File: src/rtl/data_memory_initiator.sv
// data_memory_initiator
//   Master-side access controller for the DataMemory port. It accepts single
//   or burst load/store requests over a valid/ready handshake. For a store it
//   streams the write beats into memory. For a load it returns the words read
//   from memory as a pulsed, registered stream.
//
// Ports
//   clk, reset            rising-edge clock, asynchronous active-high reset
//   req_*                 request channel (valid/ready, direction, start, len-1)
//   wr_valid/ready/data   write-data beats for store bursts
//   rd_valid/data/last    read beats for load bursts (one-cycle pulses)
//   busy, done            status; done pulses once per completed burst
//   mem_write, mem_read,
//   endereco, valor_escrita,
//   valor_saida           DataMemory port (memory writes on clk edge)
module data_memory_initiator #(
    parameter int ADDR_WIDTH   = 6,
    parameter int DATA_WIDTH   = 8,
    parameter int LEN_WIDTH    = 3,
    parameter int READ_LATENCY = 1
) (
    input  logic                  clk,
    input  logic                  reset,
    input  logic                  req_valid,
    output logic                  req_ready,
    input  logic                  req_write,
    input  logic [ADDR_WIDTH-1:0] req_addr,
    input  logic [LEN_WIDTH-1:0]  req_len,
    input  logic                  wr_valid,
    output logic                  wr_ready,
    input  logic [DATA_WIDTH-1:0] wr_data,
    output logic                  rd_valid,
    output logic [DATA_WIDTH-1:0] rd_data,
    output logic                  rd_last,
    output logic                  busy,
    output logic                  done,
    output logic                  mem_write,
    output logic                  mem_read,
    output logic [ADDR_WIDTH-1:0] endereco,
    output logic [DATA_WIDTH-1:0] valor_escrita,
    input  logic [DATA_WIDTH-1:0] valor_saida
);

    localparam int LAT_W = (READ_LATENCY > 1) ? $clog2(READ_LATENCY) : 1;

    typedef enum logic [1:0] {IDLE, WRITE, READ, DONE} state_t;

    state_t                state, state_nxt;
    logic [ADDR_WIDTH-1:0] cur_addr;
    logic [LEN_WIDTH-1:0]  beats;
    logic [LAT_W-1:0]      lat_cnt;
    logic                  last_beat;
    logic                  lat_hit;

    assign last_beat = (beats == '0);
    assign lat_hit   = (lat_cnt == LAT_W'(READ_LATENCY - 1));

    always_ff @(posedge clk or posedge reset) begin
        if (reset) state <= IDLE;
        else       state <= state_nxt;
    end

    // The memory controls are decoded purely from state. Because of that, an
    // asynchronous reset drops them in the same cycle.
    always_comb begin
        state_nxt     = state;
        req_ready     = 1'b0;
        wr_ready      = 1'b0;
        mem_write     = 1'b0;
        mem_read      = 1'b0;
        endereco      = '0;
        valor_escrita = '0;
        busy          = 1'b1;
        done          = 1'b0;
        case (state)
            IDLE: begin
                req_ready = 1'b1;
                busy      = 1'b0;
                if (req_valid) state_nxt = req_write ? WRITE : READ;
            end
            WRITE: begin
                wr_ready      = 1'b1;
                mem_write     = wr_valid;
                endereco      = cur_addr;
                valor_escrita = wr_data;
                if (wr_valid && last_beat) state_nxt = DONE;
            end
            READ: begin
                mem_read = 1'b1;
                endereco = cur_addr;
                if (lat_hit && last_beat) state_nxt = DONE;
            end
            DONE: begin
                done      = 1'b1;
                state_nxt = IDLE;
            end
            default: state_nxt = IDLE;
        endcase
    end

    // Datapath registers. The direction of a burst is carried by the
    // WRITE/READ state itself, so it needs no separate flop.
    always_ff @(posedge clk or posedge reset) begin
        if (reset) begin
            cur_addr <= '0;
            beats    <= '0;
            lat_cnt  <= '0;
            rd_data  <= '0;
            rd_valid <= 1'b0;
            rd_last  <= 1'b0;
        end else begin
            rd_valid <= 1'b0;
            rd_last  <= 1'b0;
            case (state)
                IDLE: begin
                    lat_cnt <= '0;
                    if (req_valid) begin
                        cur_addr <= req_addr;
                        beats    <= req_len;
                    end
                end
                WRITE: begin
                    if (wr_valid) begin
                        cur_addr <= cur_addr + 1'b1;
                        if (!last_beat) beats <= beats - 1'b1;
                    end
                end
                READ: begin
                    if (lat_hit) begin
                        rd_data  <= valor_saida;
                        rd_valid <= 1'b1;
                        rd_last  <= last_beat;
                        cur_addr <= cur_addr + 1'b1;
                        lat_cnt  <= '0;
                        if (!last_beat) beats <= beats - 1'b1;
                    end else begin
                        lat_cnt <= lat_cnt + 1'b1;
                    end
                end
                default: ;
            endcase
        end
    end

endmodule

File: config.mk
export PLATFORM = sky130hd
export DESIGN_NAME = data_memory_initiator
export DESIGN_NICKNAME = d
export VERILOG_FILES = /design/src/rtl/data_memory_initiator.sv
export SDC_FILE = /design/constraint.sdc
export NUM_CORES = 1
export LEC_CHECK = 0
export CORE_AREA = 3 3 84 46
export CTS_CLUSTER_SIZE = 25
export DETAILED_ROUTE_END_ITERATION = 8
export DIE_AREA = 0 0 87 49
export GPL_TIMING_DRIVEN = 1
export PLACE_DENSITY = 0.74
export SLEW_MARGIN = 20
export SYNTH_ARGS = -nofsm -noshare
export SYNTH_HDL_FRONTEND = slang
export SYNTH_SLANG_ARGS = --single-unit
File: constraint.sdc
create_clock -name clk -period 2.6 [get_ports clk]
set_input_delay 0.52 -clock clk [delete_from_list [all_inputs] [get_ports clk]]
set_output_delay 0.52 -clock clk [all_outputs]
set_load 0.1 [all_outputs]
==> flow_metrics.env, run 1 <==
export IMPL_status="complete, no violations"
export IMPL_use_met1_pct=17.29
export IMPL_gp_congestion=0.7743
export IMPL_max_slew_margin_pct=48.16
export IMPL_synth_avg_cell_area_um2=10.48
export IMPL_io_buffers=59
export IMPL_multi_input_area_um2=668.1
export IMPL_hp_class="reg -> reg"
export IMPL_ys_ff_latch=21
export IMPL_final_common_cell="clkdlybuf4s50_1"
export IMPL_drive_above_1_share_pct=33.33
export IMPL_insertedDiodeCount=0
export IMPL_row_count=14
export IMPL_grtUsageTotal_pct=14.52
export IMPL_whs_ns=0.5081
export IMPL_synthTopCellsByArea="dfrtp_1 (41%), ha_1 (8.8%), mux2_2 (7.0%)"
export IMPL_core_area_um2=3065
export IMPL_fin_util_pct=67.10
export IMPL_synth_edf_count=0
export IMPL_ys_flop_type="dfrtp_1"
export IMPL_dp_final_hpwl_um=2296
export IMPL_hold_violations=0
export IMPL_start_kind="flop"
export IMPL_crit_required_ns=2.08
export IMPL_max_freq_mhz=419.6
export IMPL_final_max_slew_viol_count=0
export IMPL_grt_first_pass_wirelength_um=4885
export IMPL_grt_pass1_vias=1076
export IMPL_drtIter0Drc=36
export IMPL_syn_area_um2=1279
export IMPL_dieArea_um2=4263
export IMPL_synth_cell_types=30
export IMPL_pre_cts_slack_ns=0.4749
export IMPL_final_area_um2=2057
export IMPL_dr_pass1_iters=4
export IMPL_path_clk_slew_ns=0.08
export IMPL_route_vias_total=1057
export IMPL_cp_max_fo=27
export IMPL_worst_slack_ns=0.2169
export IMPL_rsz0062_at_grt="no"
export IMPL_clkSinkCount=21
export IMPL_async_flop_share_pct=100.0
export IMPL_dieWidth_um=87
export IMPL_criticalPathCategory="reg -> out"
export IMPL_ioPinCount=60
export IMPL_post_cts_buffers=0
export IMPL_grtUsageMet3_pct=4.216
export IMPL_routedWlPerCell_um=13.20
export IMPL_start_util_pct=41.71
export IMPL_syn_inst=122
export IMPL_regArea_um2=525.5
export IMPL_cts_htree_levels=1
export IMPL_ant_nets=0
export IMPL_ctsLongestPathBuffers=2
export IMPL_synth_top_cell_area_share_pct=41.10
export IMPL_grt_max_degree=28
export IMPL_skew_ns=0.007377
export IMPL_ys_seq_area_share_pct=41.10
export IMPL_fill_cells=253
export IMPL_mostFrequentLayoutCells="clkdlybuf4s50_1 (29), dfrtp_1 (21), buf_12 (16)"
export IMPL_fp_dieH_um=49
export IMPL_finalCriticalPeriod_ns=2.383
export IMPL_layout_nets=220
export IMPL_worst_pin_slew_ns=0.7768
export IMPL_areaGrowthSynthToFinish_pct=60.86
export IMPL_cts_resized=0
export IMPL_ys_warn_count=0
export IMPL_placed_area_um2=2012
export IMPL_vias_per_cell=4.805
export IMPL_synth_largest_area_cell="dfrtp_1"
export IMPL_grt_busiest_layer="met2"
export IMPL_holdBufCountCts=0
export IMPL_cts_buffers=3
export IMPL_clk_latency_ns=0.26
export IMPL_met2_usage_pct=25.82
export IMPL_cts_tree="done"
export IMPL_setup_viol=0
export IMPL_crit_path_end_kind="primary output"
export IMPL_wl_um=2905
export IMPL_syn_nets=161
export IMPL_grt_overflow_total=0
export IMPL_antenna_found_initial=0
export IMPL_arrival_ns=1.86
export IMPL_cts_root_buf="clkbuf_8"
export IMPL_max_cap_violations=0
export IMPL_post_route_period_util_pct=91.66
export IMPL_drcViolationCount=0
==> kinds of logic after synthesis <==
group | Yosys count | synth area share (%)
fa+ha+maj | 9 | 8.806
simple gates | 34 | 15.95
compound gates | 27 | 16.14
buf+inv | 18 | 7.045
flops | 21 | 41.10
mux | 13 | 10.96
==> worst max-delay path, cell delays in order (launching register included) <==
cell,delay (ns)
dfrtp_1,0.41
inv_1,0.12
ha_2,0.63
and2_1,0.25
buf_12,0.18
==> stage by stage <==
stage               TNS [ns]  std cells
finish                     0        220
global placement           0        216
CTS                        0        220
detailed placement         0        216
global route               0        220
floorplan           -0.02990        122
==> per-layer routing <==
metal  up-vias  wire length (µm)
li1        532                 -
met5         -                 0
met2        25              1492
met1       496              1214
met3         4               172
met4         0                25
==> final cells by class <==
cell class | instances | area share (%)
clock buffer | 4 | 2.190
multi-input combinational | 83 | 32.48
tap | 40 | 2.433
sequential | 21 | 25.55
inverter | 12 | 2.190
timing repair buffer | 60 | 35.16
==> Yosys cell counts (all sizes together) (3+ instances only) <==
master	instances
a21oi	12
and2	13
buf	6
dfrtp	21
ha	9
inv	12
mux2	8
mux2i	5
nand2	6
nand2b	4
nand3	4
nor2	4
o21ai	5
o22ai	3
==> sequential cells by signal, summed over array words and instances (netlist names) <==
name      flops
rd_valid      1
cur_addr      6
rd_last       1
beats         3
state         2
rd_data       8
==> path summary, 6_finish.rpt <==
check / start / endpoint / slack, ns / cells past startpoint
max: state[0]$_DFFE_PP0P_ / endereco[1] / 0.22 / 4
min: rd_data[6]$_DFFE_PP0N_ / rd_data[6]$_DFFE_PP0N_ / 0.51 / 1
max reg2reg: state[0]$_DFFE_PP0P_ / beats[2]$_DFFE_PP0P_ / 0.69 / 6
min reg2reg: rd_data[6]$_DFFE_PP0N_ / rd_data[6]$_DFFE_PP0N_ / 0.51 / 1
max in group asynchronous: reset / rd_last$_DFF_PP0_ / 1.41 / 2
min in group asynchronous: reset / cur_addr[1]$_DFFE_PP0P_ / 0.71 / 2
Power of run 1 is not shown: default switching activity piles up to over one toggle a cycle in this logic, so the estimate is an artifact.
==> run 2, diff against run 1 <==
CORE_AREA = 2 2 83 45   (was 3 3 84 46)
DIE_AREA = 0 0 85 47   (was 0 0 87 49)
==> run 2 against run 1 <==
Net effect: final cell count increased by 0.91%; die area decreased by 6.3%; critical path depth is 1 higher; sequential cell count stayed put; register-to-register slack barely moved; clock skew decreased by 0.0036 ns; first-iteration DRC count rose by 36%.
==> flow_metrics.env, run 2 (synthesis results as in run 1) <==
export IMPL_status="complete, no violations"
export IMPL_grt_first_pass_wirelength_um=5430
export IMPL_max_slew_margin_pct=43.95
export IMPL_routedWlPerCell_um=15.60
export IMPL_ctsLongestPathBuffers=2
export IMPL_largest_reg_flops=8
export IMPL_arrival_ns=1.89
export IMPL_rsz0062_at_grt="no"
export IMPL_largestRegisters="rd_data x8, cur_addr x6, beats x3"
export IMPL_grt_overflow_total=0
export IMPL_clkSinkCount=21
export IMPL_hold_violations=0
export IMPL_cts_htree_levels=1
export IMPL_dr_pass1_iters=4
export IMPL_criticalPathCategory="reg -> out"
export IMPL_antenna_found_initial=0
export IMPL_finalCriticalPeriod_ns=2.407
export IMPL_gp_congestion=0.8231
export IMPL_drive_above_1_share_pct=33.33
export IMPL_layout_nets=220
export IMPL_worst_pin_slew_ns=0.8399
export IMPL_areaGrowthSynthToFinish_pct=61.06
export IMPL_post_cts_buffers=0
export IMPL_io_buffers=59
export IMPL_drcViolationCount=0
export IMPL_start_util_pct=38.93
export IMPL_cts_resized=0
export IMPL_dp_cells=218
export IMPL_top_register="rd_data"
export IMPL_setup_viol=0
export IMPL_route_vias_total=1083
export IMPL_cts_root_buf="clkbuf_8"
export IMPL_core_area_um2=3284
export IMPL_crit_required_ns=2.08
export IMPL_cts_buffers=3
export IMPL_wl_um=3464
export IMPL_row_count=15
export IMPL_grt_pass1_vias=1091
export IMPL_mostFrequentLayoutCells="clkdlybuf4s50_1 (29), dfrtp_1 (21), buf_12 (16)"
export IMPL_grtUsageTotal_pct=18.12
export IMPL_final_cells=222
export IMPL_crit_path_end_kind="primary output"
export IMPL_cts_tree="done"
export IMPL_insertedDiodeCount=0
export IMPL_dp_final_hpwl_um=2735
export IMPL_holdBufCountCts=0
export IMPL_clk_latency_ns=0.26
export IMPL_max_cap_violations=0
export IMPL_dieWidth_um=85
export IMPL_fill_cells=269
export IMPL_drtIter0Drc=49
export IMPL_dieArea_um2=3995
export IMPL_fp_dieH_um=47
export IMPL_path_clk_slew_ns=0.08
export IMPL_ant_nets=0
export IMPL_skew_ns=0.003823
export IMPL_hp_class="reg -> reg"
export IMPL_whs_ns=0.5132
export IMPL_final_common_cell="clkdlybuf4s50_1"
export IMPL_post_route_period_util_pct=92.58
export IMPL_final_max_slew_viol_count=0
export IMPL_ioPinCount=60
export IMPL_cp_max_fo=27
export IMPL_max_freq_mhz=415.4
export IMPL_grt_max_degree=28
export IMPL_start_kind="flop"
export IMPL_vias_per_cell=4.878
run 2: cell counts in the layout (fill, tap and decap cells not counted):
No cell type changed its count.
run 2: metal layers:
metal  global-route usage, %  share of wire (%)  routed length (µm)  vias up
met1                   24.54                 47                1628      515
li1                        -                  -                   -      533
met4                   2.540               0.89                  31        0
met5                       0                  0                   0        -
met3                   5.097                5.0                 174        4
met2                   30.63                 47                1629       31
run 2: critical path, stage by stage, from the launching register on:
cell and delay [ns]:
dfrtp_1 0.42, inv_1 0.12, ha_2 0.65, nand2_1 0.14
inv_1 0.12, buf_12 0.18
run 2: area by class of cell:
class	instances	area, µm²	area share, %
multi-input combinational	83	668.1	32.44
sequential	21	525.5	25.52
timing repair buffer	60	723.2	35.12
inverter	12	45.04	2.187
clock buffer	4	45.04	2.187
tap	42	52.55	2.552
run 2: metrics by stage:
| stage | TNS [ns] | util (%) | setup WS, ns | area, µm² |
|---|---|---|---|---|
| floorplan | -0.02990 | - | -0.003322 | 1284 |
| global placement | 0 | 61.33 | 0.5896 | 2014 |
| detailed placement | 0 | 61.33 | 0.4742 | 2014 |
| CTS | 0 | 62.70 | 0.1962 | 2059 |
| global route | 0 | 62.70 | 0.04835 | 2059 |
| finish | 0 | 62.70 | 0.1929 | 2059 |
run 2: worst paths after layout:
kind	start	to	slack, ns	cells after the start
worst max-delay path	state[0]$_DFFE_PP0P_	endereco[4]	0.19	5
worst min register to register	rd_data[1]$_DFFE_PP0N_	rd_data[1]$_DFFE_PP0N_	0.51	1
max in group asynchronous	reset	beats[2]$_DFFE_PP0P_	1.34	2
worst min-delay path	rd_data[1]$_DFFE_PP0N_	rd_data[1]$_DFFE_PP0N_	0.51	1
min in group asynchronous	reset	rd_data[4]$_DFFE_PP0N_	0.74	2
worst max register to register	state[0]$_DFFE_PP0P_	beats[2]$_DFFE_PP0P_	0.69	6
Power of run 2 is left out for the same reason.
==> run 3, diff against run 2 <==
CORE_AREA = 2 2 89 48   (was 2 2 83 45)
DIE_AREA = 0 0 91 50   (was 0 0 85 47)
PLACE_DENSITY = 0.65   (was 0.74)
==> run 3 against run 2 <==
Net effect: critical path depth is the same; setup slack gained 0.19 ns; maximum frequency grew 8.6%; register-to-register slack lost 0.03 ns; final area grew 1.1%; die area grew 14%; clock skew is essentially flat; clock-buffer cell count is the same; global-route usage shrank 3.7 points; sequential share of layout area shrank 0.28 points; wire length shrank 8.5%; core utilization shrank 7.4 points; critical path type unchanged; largest cell class unchanged.
==> flow_metrics.env, run 3 (synthesis results as in run 1) <==
export IMPL_worst_pin_slew_ns=0.7848
export IMPL_insertedDiodeCount=0
export IMPL_mostFrequentLayoutCells="clkdlybuf4s50_1 (29), dfrtp_1 (21), buf_12 (16), buf_4 (16)"
export IMPL_crit_path_end_kind="primary output"
export IMPL_gp_congestion=0.7079
export IMPL_fp_dieH_um=50
export IMPL_clkSinkCount=21
export IMPL_top_register="rd_data"
export IMPL_routed_wl_met2_um=1372
export IMPL_drcViolationCount=0
export IMPL_crit_end="endereco[4]"
export IMPL_final_max_slew_viol_count=0
export IMPL_cts_buffers=3
export IMPL_dieWidth_um=91
export IMPL_max_slew_margin_pct=47.62
export IMPL_hold_violations=0
export IMPL_dp_final_hpwl_um=2670
export IMPL_antenna_found_initial=0
export IMPL_skew_ns=0.003856
export IMPL_cts_resized=0
export IMPL_largest_reg_flops=8
export IMPL_status="complete, no violations"
export IMPL_drive_above_1_share_pct=33.70
export IMPL_worst_path_most_repeated_cell="inv_1"
export IMPL_finalCriticalPeriod_ns=2.217
export IMPL_max_freq_mhz=451.0
export IMPL_setup_viol=0
export IMPL_fill_cells=366
export IMPL_ctsLongestPathBuffers=2
export IMPL_cp_max_fo=16
export IMPL_criticalPathCategory="reg -> out"
export IMPL_drtIter0Drc=38
export IMPL_final_common_cell="clkdlybuf4s50_1"
export IMPL_wl_um=3168
export IMPL_areaGrowthSynthToFinish_pct=62.82
export IMPL_reg2regPathDepth=7
export IMPL_start_util_pct=33.98
export IMPL_vias_per_cell=4.528
export IMPL_route_vias_total=1064
export IMPL_pre_cts_slack_ns=0.6620
export IMPL_grt_overflow_total=0
export IMPL_cts_tree="done"
export IMPL_highest_layer="met3"
export IMPL_grt_max_degree=22
export IMPL_routedWlPerCell_um=13.48
export IMPL_cts_root_buf="clkbuf_8"
export IMPL_slowest_delay_ns=0.51
export IMPL_max_cap_violations=0
export IMPL_worst_slack_ns=0.3827
export IMPL_slowest_stage="ha_2"
export IMPL_grt_first_pass_wirelength_um=5112
export IMPL_wl_met3_um=209
export IMPL_crit_chain="inv_1, ha_2, nand2_1, inv_1, buf_12"
export IMPL_grt_pass1_vias=1055
export IMPL_post_cts_buffers=0
export IMPL_start_kind="flop"
export IMPL_path_clk_slew_ns=0.07
export IMPL_arrival_ns=1.70
export IMPL_rsz0062_at_grt="no"
export IMPL_core_area_um2=3764
export IMPL_post_route_period_util_pct=85.28
export IMPL_io_buffers=59
export IMPL_holdBufCountCts=0
export IMPL_wl_met1_um=1586
export IMPL_path_depth=5
export IMPL_layout_nets=221
export IMPL_rr_endpoint="beats[2]$_DFFE_PP0P_"
export IMPL_largestRegisters="rd_data x8, cur_addr x6, beats x3"
export IMPL_reg2reg_from="state[1]$_DFFE_PP0P_"
export IMPL_rrSetupSlack_ns=0.66
export IMPL_hp_class="reg -> reg"
export IMPL_grtUsageTotal_pct=14.44
export IMPL_dieArea_um2=4550
export IMPL_path_buf_inv=3
export IMPL_ant_nets=0
export IMPL_dr_pass1_iters=4
export IMPL_crit_required_ns=2.08
export IMPL_ioPinCount=60
export IMPL_crit_family="adder cells"
export IMPL_startpoint="state[1]$_DFFE_PP0P_"
export IMPL_cts_htree_levels=1
export IMPL_clk_latency_ns=0.26
export IMPL_row_count=16
[run 3: worst min-delay path by stage]
stage	cells past startpoint	endpoint	slack (ns)	from
global placement	1	rd_last$_DFF_PP0_	0.49	beats[2]$_DFFE_PP0P_
global route	1	rd_data[0]$_DFFE_PP0N_	0.54	rd_data[0]$_DFFE_PP0N_
detailed placement	1	rd_data[3]$_DFFE_PP0N_	0.50	rd_data[3]$_DFFE_PP0N_
CTS	1	rd_data[3]$_DFFE_PP0N_	0.51	rd_data[3]$_DFFE_PP0N_
finish	1	rd_data[3]$_DFFE_PP0N_	0.51	rd_data[3]$_DFFE_PP0N_
floorplan	1	rd_last$_DFF_PP0_	0.46	beats[2]$_DFFE_PP0P_
[run 3: stage by stage]
stage | TNS, ns | cells | hold slack (ns) | area (µm²) | util (%)
floorplan | -0.02990 | 122 | 0.4616 | 1284 | -
global placement | 0 | 231 | 0.4868 | 2037 | 54.12
detailed placement | 0 | 231 | 0.4965 | 2037 | 54.12
CTS | 0 | 235 | 0.5137 | 2082 | 55.32
global route | 0 | 235 | 0.5377 | 2082 | 55.32
finish | 0 | 235 | 0.5084 | 2082 | 55.32
[run 3: routing by layer]
metal	vias up	global-route usage [%]
met2	29	21.85
met3	0	5.657
met5	-	0
met1	505	20.43
met4	0	0.7576
li1	530	-
[run 3: area by class of cell]
type,instances,area (µm²),area share (%)
Tap cell,54,67.56,3.245
Clock buffer,4,45.04,2.163
Inverter,12,45.04,2.163
Timing Repair Buffer,61,730.7,35.10
Sequential cell,21,525.5,25.24
Multi-Input combinational cell,83,668.1,32.09
Power of run 3 is left out for the same reason.
